**config.mk**
```make
export PLATFORM = sky130hd
export DESIGN_NAME = z80_rot_dec_seq
export DESIGN_NICKNAME = d
export VERILOG_FILES = /design/src/rtl/z80_rot_dec_seq.sv
export SDC_FILE = /design/constraint.sdc
export NUM_CORES = 1
export LEC_CHECK = 0
export CORE_MARGIN = 8
export CORE_UTILIZATION = 29
export DETAILED_ROUTE_END_ITERATION = 8
export DONT_BUFFER_PORTS = 1
export GPL_ROUTABILITY_DRIVEN = 0
export PLACE_DENSITY_LB_ADDON = 0.12
export SLEW_MARGIN = 5
export SYNTH_ARGS = -nofsm -noshare
export SYNTH_HDL_FRONTEND = slang
export SYNTH_SLANG_ARGS = --single-unit
```
**constraint.sdc**
```tcl
create_clock -name clk -period 2.55 [get_ports clk]
set_input_delay 0.51 -clock clk [delete_from_list [all_inputs] [get_ports clk]]
set_output_delay 0.51 -clock clk [all_outputs]
set_load 0.02 [all_outputs]
```
**src/rtl/z80_rot_dec_seq.sv**
```systemverilog
`default_nettype none
// ============================================================================
// Module      : z80_rot_dec_seq
// Description : Sequencer for the Z80 RLD / RRD nibble-rotate instructions.
//               It accepts one request and reads the operand byte at HL.
//               It then rotates the low nibble of A through the operand byte,
//               writes the byte back, and reports the new A and flags with a
//               one-cycle done pulse.
//
//               Optional build macro Z80_ROTDEC_TSTATE_EN:
//                 defined   -> EXEC lasts EXEC_CYCLES cycles, timed by a
//                              4-bit down-counter. This mimics the Z80's
//                              internal T-states.
//                 undefined -> EXEC lasts a single cycle.
//
// Parameters  : EXEC_CYCLES  EXEC length when the macro is defined (1..15)
//
// Ports       : clk         clock, rising edge active
//               reset_n     synchronous active-low reset
//               start       begin one RLD/RRD (sampled in IDLE only)
//               left        1 = RLD, 0 = RRD (captured with start)
//               hl_in       operand address (captured with start)
//               a_in        accumulator (captured with start)
//               f_in        flags (captured with start)
//               busy        high whenever the sequencer is not idle
//               mem_addr    captured HL, held for the whole operation
//               mem_rd_req  read request, held until mem_ack
//               mem_rdata   read data, valid with mem_ack during the read
//               mem_wr_req  write request, held until mem_ack
//               mem_wdata   write-back byte, stable during mem_wr_req
//               mem_ack     memory completion strobe
//               done        one-cycle completion pulse
//               a_out       resulting accumulator
//               f_out       resulting flags {S,Z,f5,H,f3,P,N,C}
//
// Revision    : 1.0  initial release
// ============================================================================
module z80_rot_dec_seq #(
    parameter int EXEC_CYCLES = 4
) (
    input  logic        clk,
    input  logic        reset_n,
    input  logic        start,
    input  logic        left,
    input  logic [15:0] hl_in,
    input  logic [7:0]  a_in,
    input  logic [7:0]  f_in,
    output logic        busy,
    output logic [15:0] mem_addr,
    output logic        mem_rd_req,
    input  logic [7:0]  mem_rdata,
    output logic        mem_wr_req,
    output logic [7:0]  mem_wdata,
    input  logic        mem_ack,
    output logic        done,
    output logic [7:0]  a_out,
    output logic [7:0]  f_out
);

    typedef enum logic [2:0] {
        ST_IDLE = 3'd0,
        ST_RD   = 3'd1,
        ST_EXEC = 3'd2,
        ST_WR   = 3'd3,
        ST_DONE = 3'd4
    } state_t;

    state_t      r_state;
    state_t      w_state_nxt;

    // Operands captured at start / read completion
    logic        r_left;
    logic [7:0]  r_a;
    logic [7:0]  r_f;
    logic [7:0]  r_m;

    logic        w_left_nxt;
    logic [7:0]  w_a_nxt;
    logic [7:0]  w_f_nxt;
    logic [7:0]  w_m_nxt;

    // Next values of the registered outputs
    logic        w_busy_nxt;
    logic        w_rd_req_nxt;
    logic        w_wr_req_nxt;
    logic        w_done_nxt;
    logic [15:0] w_addr_nxt;
    logic [7:0]  w_wdata_nxt;
    logic [7:0]  w_a_out_nxt;
    logic [7:0]  w_f_out_nxt;

    // Rotation result
    logic [7:0]  w_res_a;
    logic [7:0]  w_res_wdata;
    logic [7:0]  w_res_f;

`ifdef Z80_ROTDEC_TSTATE_EN
    // The counter holds the number of EXEC cycles still to go after the current one.
    localparam logic [3:0] c_exec_load = 4'(EXEC_CYCLES - 1);

    logic [3:0]  r_exec_cnt;
    logic [3:0]  w_exec_cnt_nxt;
`else
    // EXEC is a single cycle in this build, so EXEC_CYCLES has no effect.
    logic        w_unused_exec_cycles;
    assign w_unused_exec_cycles = (EXEC_CYCLES != 0);
`endif

    // ------------------------------------------------------------------------
    // Nibble rotation. The 16-bit value {A, M} is rearranged as follows:
    //   RLD: {A_hi, M_hi, M_lo, A_lo}
    //   RRD: {A_hi, M_lo, A_lo, M_hi}
    // The upper byte becomes the new A and the lower byte is written back.
    // ------------------------------------------------------------------------
    always_comb begin
        if (r_left) begin
            w_res_a     = {r_a[7:4], r_m[7:4]};
            w_res_wdata = {r_m[3:0], r_a[3:0]};
        end else begin
            w_res_a     = {r_a[7:4], r_m[3:0]};
            w_res_wdata = {r_a[3:0], r_m[7:4]};
        end
    end

    // H and N are cleared. f5, f3 and C pass through from the captured F.
    // P is set for even parity, so it is the inverse of the XOR reduction.
    assign w_res_f = {w_res_a[7], (w_res_a == 8'h00), r_f[5], 1'b0,
                      r_f[3], ~^w_res_a, 1'b0, r_f[0]};

    // ------------------------------------------------------------------------
    // Next-state and next-output logic
    // ------------------------------------------------------------------------
    always_comb begin
        w_state_nxt    = r_state;
        w_left_nxt     = r_left;
        w_a_nxt        = r_a;
        w_f_nxt        = r_f;
        w_m_nxt        = r_m;
        w_addr_nxt     = mem_addr;
        w_wdata_nxt    = mem_wdata;
        w_a_out_nxt    = a_out;
        w_f_out_nxt    = f_out;
`ifdef Z80_ROTDEC_TSTATE_EN
        w_exec_cnt_nxt = r_exec_cnt;
`endif

        case (r_state)
            ST_IDLE: begin
                if (start) begin
                    w_left_nxt  = left;
                    w_addr_nxt  = hl_in;
                    w_a_nxt     = a_in;
                    w_f_nxt     = f_in;
                    w_state_nxt = ST_RD;
                end
            end

            ST_RD: begin
                if (mem_ack) begin
                    w_m_nxt        = mem_rdata;
                    w_state_nxt    = ST_EXEC;
`ifdef Z80_ROTDEC_TSTATE_EN
                    w_exec_cnt_nxt = c_exec_load;
`endif
                end
            end

            ST_EXEC: begin
`ifdef Z80_ROTDEC_TSTATE_EN
                if (r_exec_cnt == 4'd0) begin
                    w_wdata_nxt = w_res_wdata;
                    w_state_nxt = ST_WR;
                end else begin
                    w_exec_cnt_nxt = r_exec_cnt - 4'd1;
                end
`else
                w_wdata_nxt = w_res_wdata;
                w_state_nxt = ST_WR;
`endif
            end

            ST_WR: begin
                if (mem_ack) begin
                    // Operands are still held, so the result is recomputed here.
                    // This avoids keeping a separate copy of the result.
                    w_a_out_nxt = w_res_a;
                    w_f_out_nxt = w_res_f;
                    w_state_nxt = ST_DONE;
                end
            end

            ST_DONE: begin
                w_state_nxt = ST_IDLE;
            end

            default: begin
                w_state_nxt = ST_IDLE;
            end
        endcase
    end

    // All status outputs are registered, and each is decoded from the state being entered.
    assign w_busy_nxt   = (w_state_nxt != ST_IDLE);
    assign w_rd_req_nxt = (w_state_nxt == ST_RD);
    assign w_wr_req_nxt = (w_state_nxt == ST_WR);
    assign w_done_nxt   = (w_state_nxt == ST_DONE);

    // ------------------------------------------------------------------------
    // State and output registers
    // ------------------------------------------------------------------------
    always_ff @(posedge clk) begin
        if (!reset_n) begin
            r_state    <= ST_IDLE;
            r_left     <= 1'b0;
            r_a        <= 8'h00;
            r_f        <= 8'h00;
            r_m        <= 8'h00;
            busy       <= 1'b0;
            mem_rd_req <= 1'b0;
            mem_wr_req <= 1'b0;
            done       <= 1'b0;
            mem_addr   <= 16'h0000;
            mem_wdata  <= 8'h00;
            a_out      <= 8'h00;
            f_out      <= 8'h00;
`ifdef Z80_ROTDEC_TSTATE_EN
            r_exec_cnt <= 4'd0;
`endif
        end else begin
            r_state    <= w_state_nxt;
            r_left     <= w_left_nxt;
            r_a        <= w_a_nxt;
            r_f        <= w_f_nxt;
            r_m        <= w_m_nxt;
            busy       <= w_busy_nxt;
            mem_rd_req <= w_rd_req_nxt;
            mem_wr_req <= w_wr_req_nxt;
            done       <= w_done_nxt;
            mem_addr   <= w_addr_nxt;
            mem_wdata  <= w_wdata_nxt;
            a_out      <= w_a_out_nxt;
            f_out      <= w_f_out_nxt;
`ifdef Z80_ROTDEC_TSTATE_EN
            r_exec_cnt <= w_exec_cnt_nxt;
`endif
        end
    end

endmodule
`default_nettype wire

```
==> flow_summary.ini <==
[min_path]
holdPathStages = 1
hold_class = input pin to flip-flop

[setup_path]
arrival_ps = 2050
critPathMostFrequentCell = xnor2_1
worstPathRequired_ps = 2770
critical_path.endpoint_type = flip-flop
reg2regPathDepth = 5
worstPathCellList = mux2i_1 -> ha_1 -> xnor2_1 -> xnor2_1 -> o2bb2ai_1
max_stage_delay_ps = 660
critPathBufInv = 0
critPathMaxFanout = 10
r2r_start = r_left
rr_endpoint = f_out[2]
r2r_slack_ps = 720
crit_type = flip-flop to flip-flop
cp_top_family = flip-flops
crit_slowest_cell = dfxtp_1
crit_path_start = r_left
crit_path_start_kind = flip-flop
endpoint = f_out[2]
cp.depth = 5

[flow_run]
maxCapViolCount = 0

[drt]
drc = 0
route.vias.total = 1802
wl_mm = 6.471
wl_per_cell_microns = 16.59
vias_per_cell = 4.621
drtIter0Drc = 55
dr.pass1.iters = 4
ant_nets = 0

[yosys]
yosysTopAreaCell = dfxtp_1
synth_compound_area_frac = 0.1551
ys_async_sr_fraction = 0
synth_area_per_cell_sq_um = 9.475
synth_mux_area_frac = 0.07519
synth_top_area_frac = 0.4812
yosys.area_share.simple = 0.1875
synth_common_cells = nand2_1 (86), dfxtp_1 (64), a21boi_1 (20), mux2i_1 (20), a21boi_0 (16)
synth_warnings = 0
yosysMostFrequentCell = nand2_1
synthAdderAreaFrac = 0.01880
synth_area_leaders = dfxtp_1 (48%), nand2_1 (12%), mux2i_1 (7.5%)
netlist_instances = 281
synth-main-ff-cell = dfxtp_1
ys_ff_latch = 64
synth_top_family_by_area = simple AND/OR/NAND/NOR gates
ys_seq_area_frac = 0.4812
synth_edf_count = 0
post_synth_num_cell_types = 28
syn_area_sq_um = 2663
synth-xor-area-share = 0.01316

[global_routing]
grt_max_degree = 63
antenna_found_initial = 0
grt_usage = 0.1059
overflow = 0
grt_pass1_vias = 1787
grt_pass1_wl_mm = 10.25

[power]
power_density_nw_per_um2 = 768.3
finalPower_w = 0.002229
leakage_nw = 1.161
ir_drop_v = 0.0002941

[clocking]
htree_levels = 3
cts_resized = 0
holdBufCountCts = 0
cts.sinks = 64
clockBufferDepth = 2
clk_pin_slew_ps = 70
cts_tree = yes
cts_made_buffers = 9
cts_root_buffer = clkbuf_8
clkLatencyLatePin_ps = 330
cts_setup_buffers = 0

[layout]
finish.net_count = 323
instances_no_fill = 390
syn2layout_area_growth_pct = 8.975
multi_input_area_sq_um = 1211
diodes = 0
register_area_sq_um = 1281
fillers = 967
drive_gt1_frac = 0.08602

[timing]
drv_slew = 0
period_share = 0.7168
min_period_ps = 1828
finalHoldViolCount = 0
setup_tns_ps = 0
skew_ps = 11.87
fmax_mhz = 547.1
setup_viol = 0
slew_headroom = 0.5039
tightest_slew_ps = 734.8
rsz0062_at_grt = false

[die]
die_w_microns = 111.8
floorplan.die_area_sq_um = 12500
num_rows = 35
ios = 89
die_h_microns = 111.8
core_area_sq_um = 9065
start_util = 0.2937

[place]
port_buffers = 0
dpl.hpwl_mm = 4.341
dp_cells = 374

[status]
status = completed
worst register-to-register path, cell delays in order (launching register included):
cell and delay [ps]:
dfxtp_1 660, mux2i_1 330, ha_1 280, xnor2_1 230, xnor2_1 100, o2bb2ai_1 120
flip-flops by register name, summed over array words and instances, names as in the netlist:
signal      count
r_a             8
mem_wr_req      1
done            1
r_left          1
busy            1
mem_wdata       8
mem_addr       16
a_out           8
r_m             8
r_f             3
f_out           5
r_state         3
mem_rd_req      1
kinds of logic (layout without fill, tap and decap cells):
family          count (synthesis)  count (layout)
compound gates                 51              51
mux                            20              20
flops                          64              64
buf+inv                        30              27
simple gates                  107             107
fa+ha+maj                       4               4
xor+xnor                        4               4
other cells                     1               2
layout by cell type, fill, tap and decap left out, types with 2 or more instances in the layout:
| master | netlist | routed |
|---|---|---|
| conb_1 | 1 | 2 |
| dfxtp_1 | 64 | 64 |
| clkbuf_8 | 0 | 10 |
| nand2_1 | 86 | 86 |
| and3_1 | 2 | 2 |
| ha_1 | 4 | 4 |
| xnor2_1 | 4 | 4 |
| and2_1 | 2 | 2 |
| buf_4 | 4 | 4 |
| a21boi_0 | 16 | 16 |
| clkinv_2 | 0 | 2 |
| o211a_1 | 12 | 12 |
| inv_1 | 6 | 6 |
| a21boi_1 | 20 | 20 |
| mux2i_1 | 20 | 20 |
| nor2b_1 | 9 | 9 |
metrics by stage:
| stage | instance area, sq um | utilization | setup slack [ps] | hold WS (ps) |
|---|---|---|---|---|
| 6_report | 2902 | 0.3201 | 722.1 | 269.8 |
| 4_1_cts | 2902 | 0.3201 | 703.9 | 249.5 |
| 3_3_place_gp | 2704 | 0.2983 | 744.8 | 446.0 |
| 2_1_floorplan | 2666 | - | 797.5 | 435.3 |
| 3_5_place_dp | 2704 | 0.2983 | 731.9 | 455.7 |
| 5_1_grt | 2902 | 0.3201 | 582.8 | 251.6 |
layout make-up:
cell class / instances / area share
Clock inverter: 5 / 0.01940
Inverter: 6 / 0.007762
Clock buffer: 11 / 0.04873
Sequential cell: 64 / 0.4416
Timing Repair Buffer: 5 / 0.01725
Tap cell: 111 / 0.04787
Multi-Input combinational cell: 188 / 0.4174
worst min-delay path by stage:
| stage | startpoint | endpoint | slack [ps] |
|---|---|---|---|
| global placement | r_f[3] | r_f[3] | 450 |
| detailed placement | r_f[3] | r_f[3] | 460 |
| floorplan | r_f[0] | r_f[0] | 440 |
| CTS | mem_ack | r_state[0] | 250 |
| finish | mem_ack | r_state[0] | 270 |
| global route | mem_ack | r_state[0] | 250 |
report_power, final:
group | internal, W | leakage (nW) | switching (W)
clock network | 0.000477 | 0.0993 | 0.000403
registers | 0.00106 | 0.522 | 0.0000916
logic | 0.0000998 | 0.540 | 0.000101
total | 0.00163 | 1.16 | 0.000595
metal layers:
layer,part of all wire,track usage
met5,0,0
met4,0.012,0.03829
met3,0.098,0.06223
met2,0.45,0.1599
met1,0.44,0.1209
No activity file was read; power rests on OpenSTA's default activity.
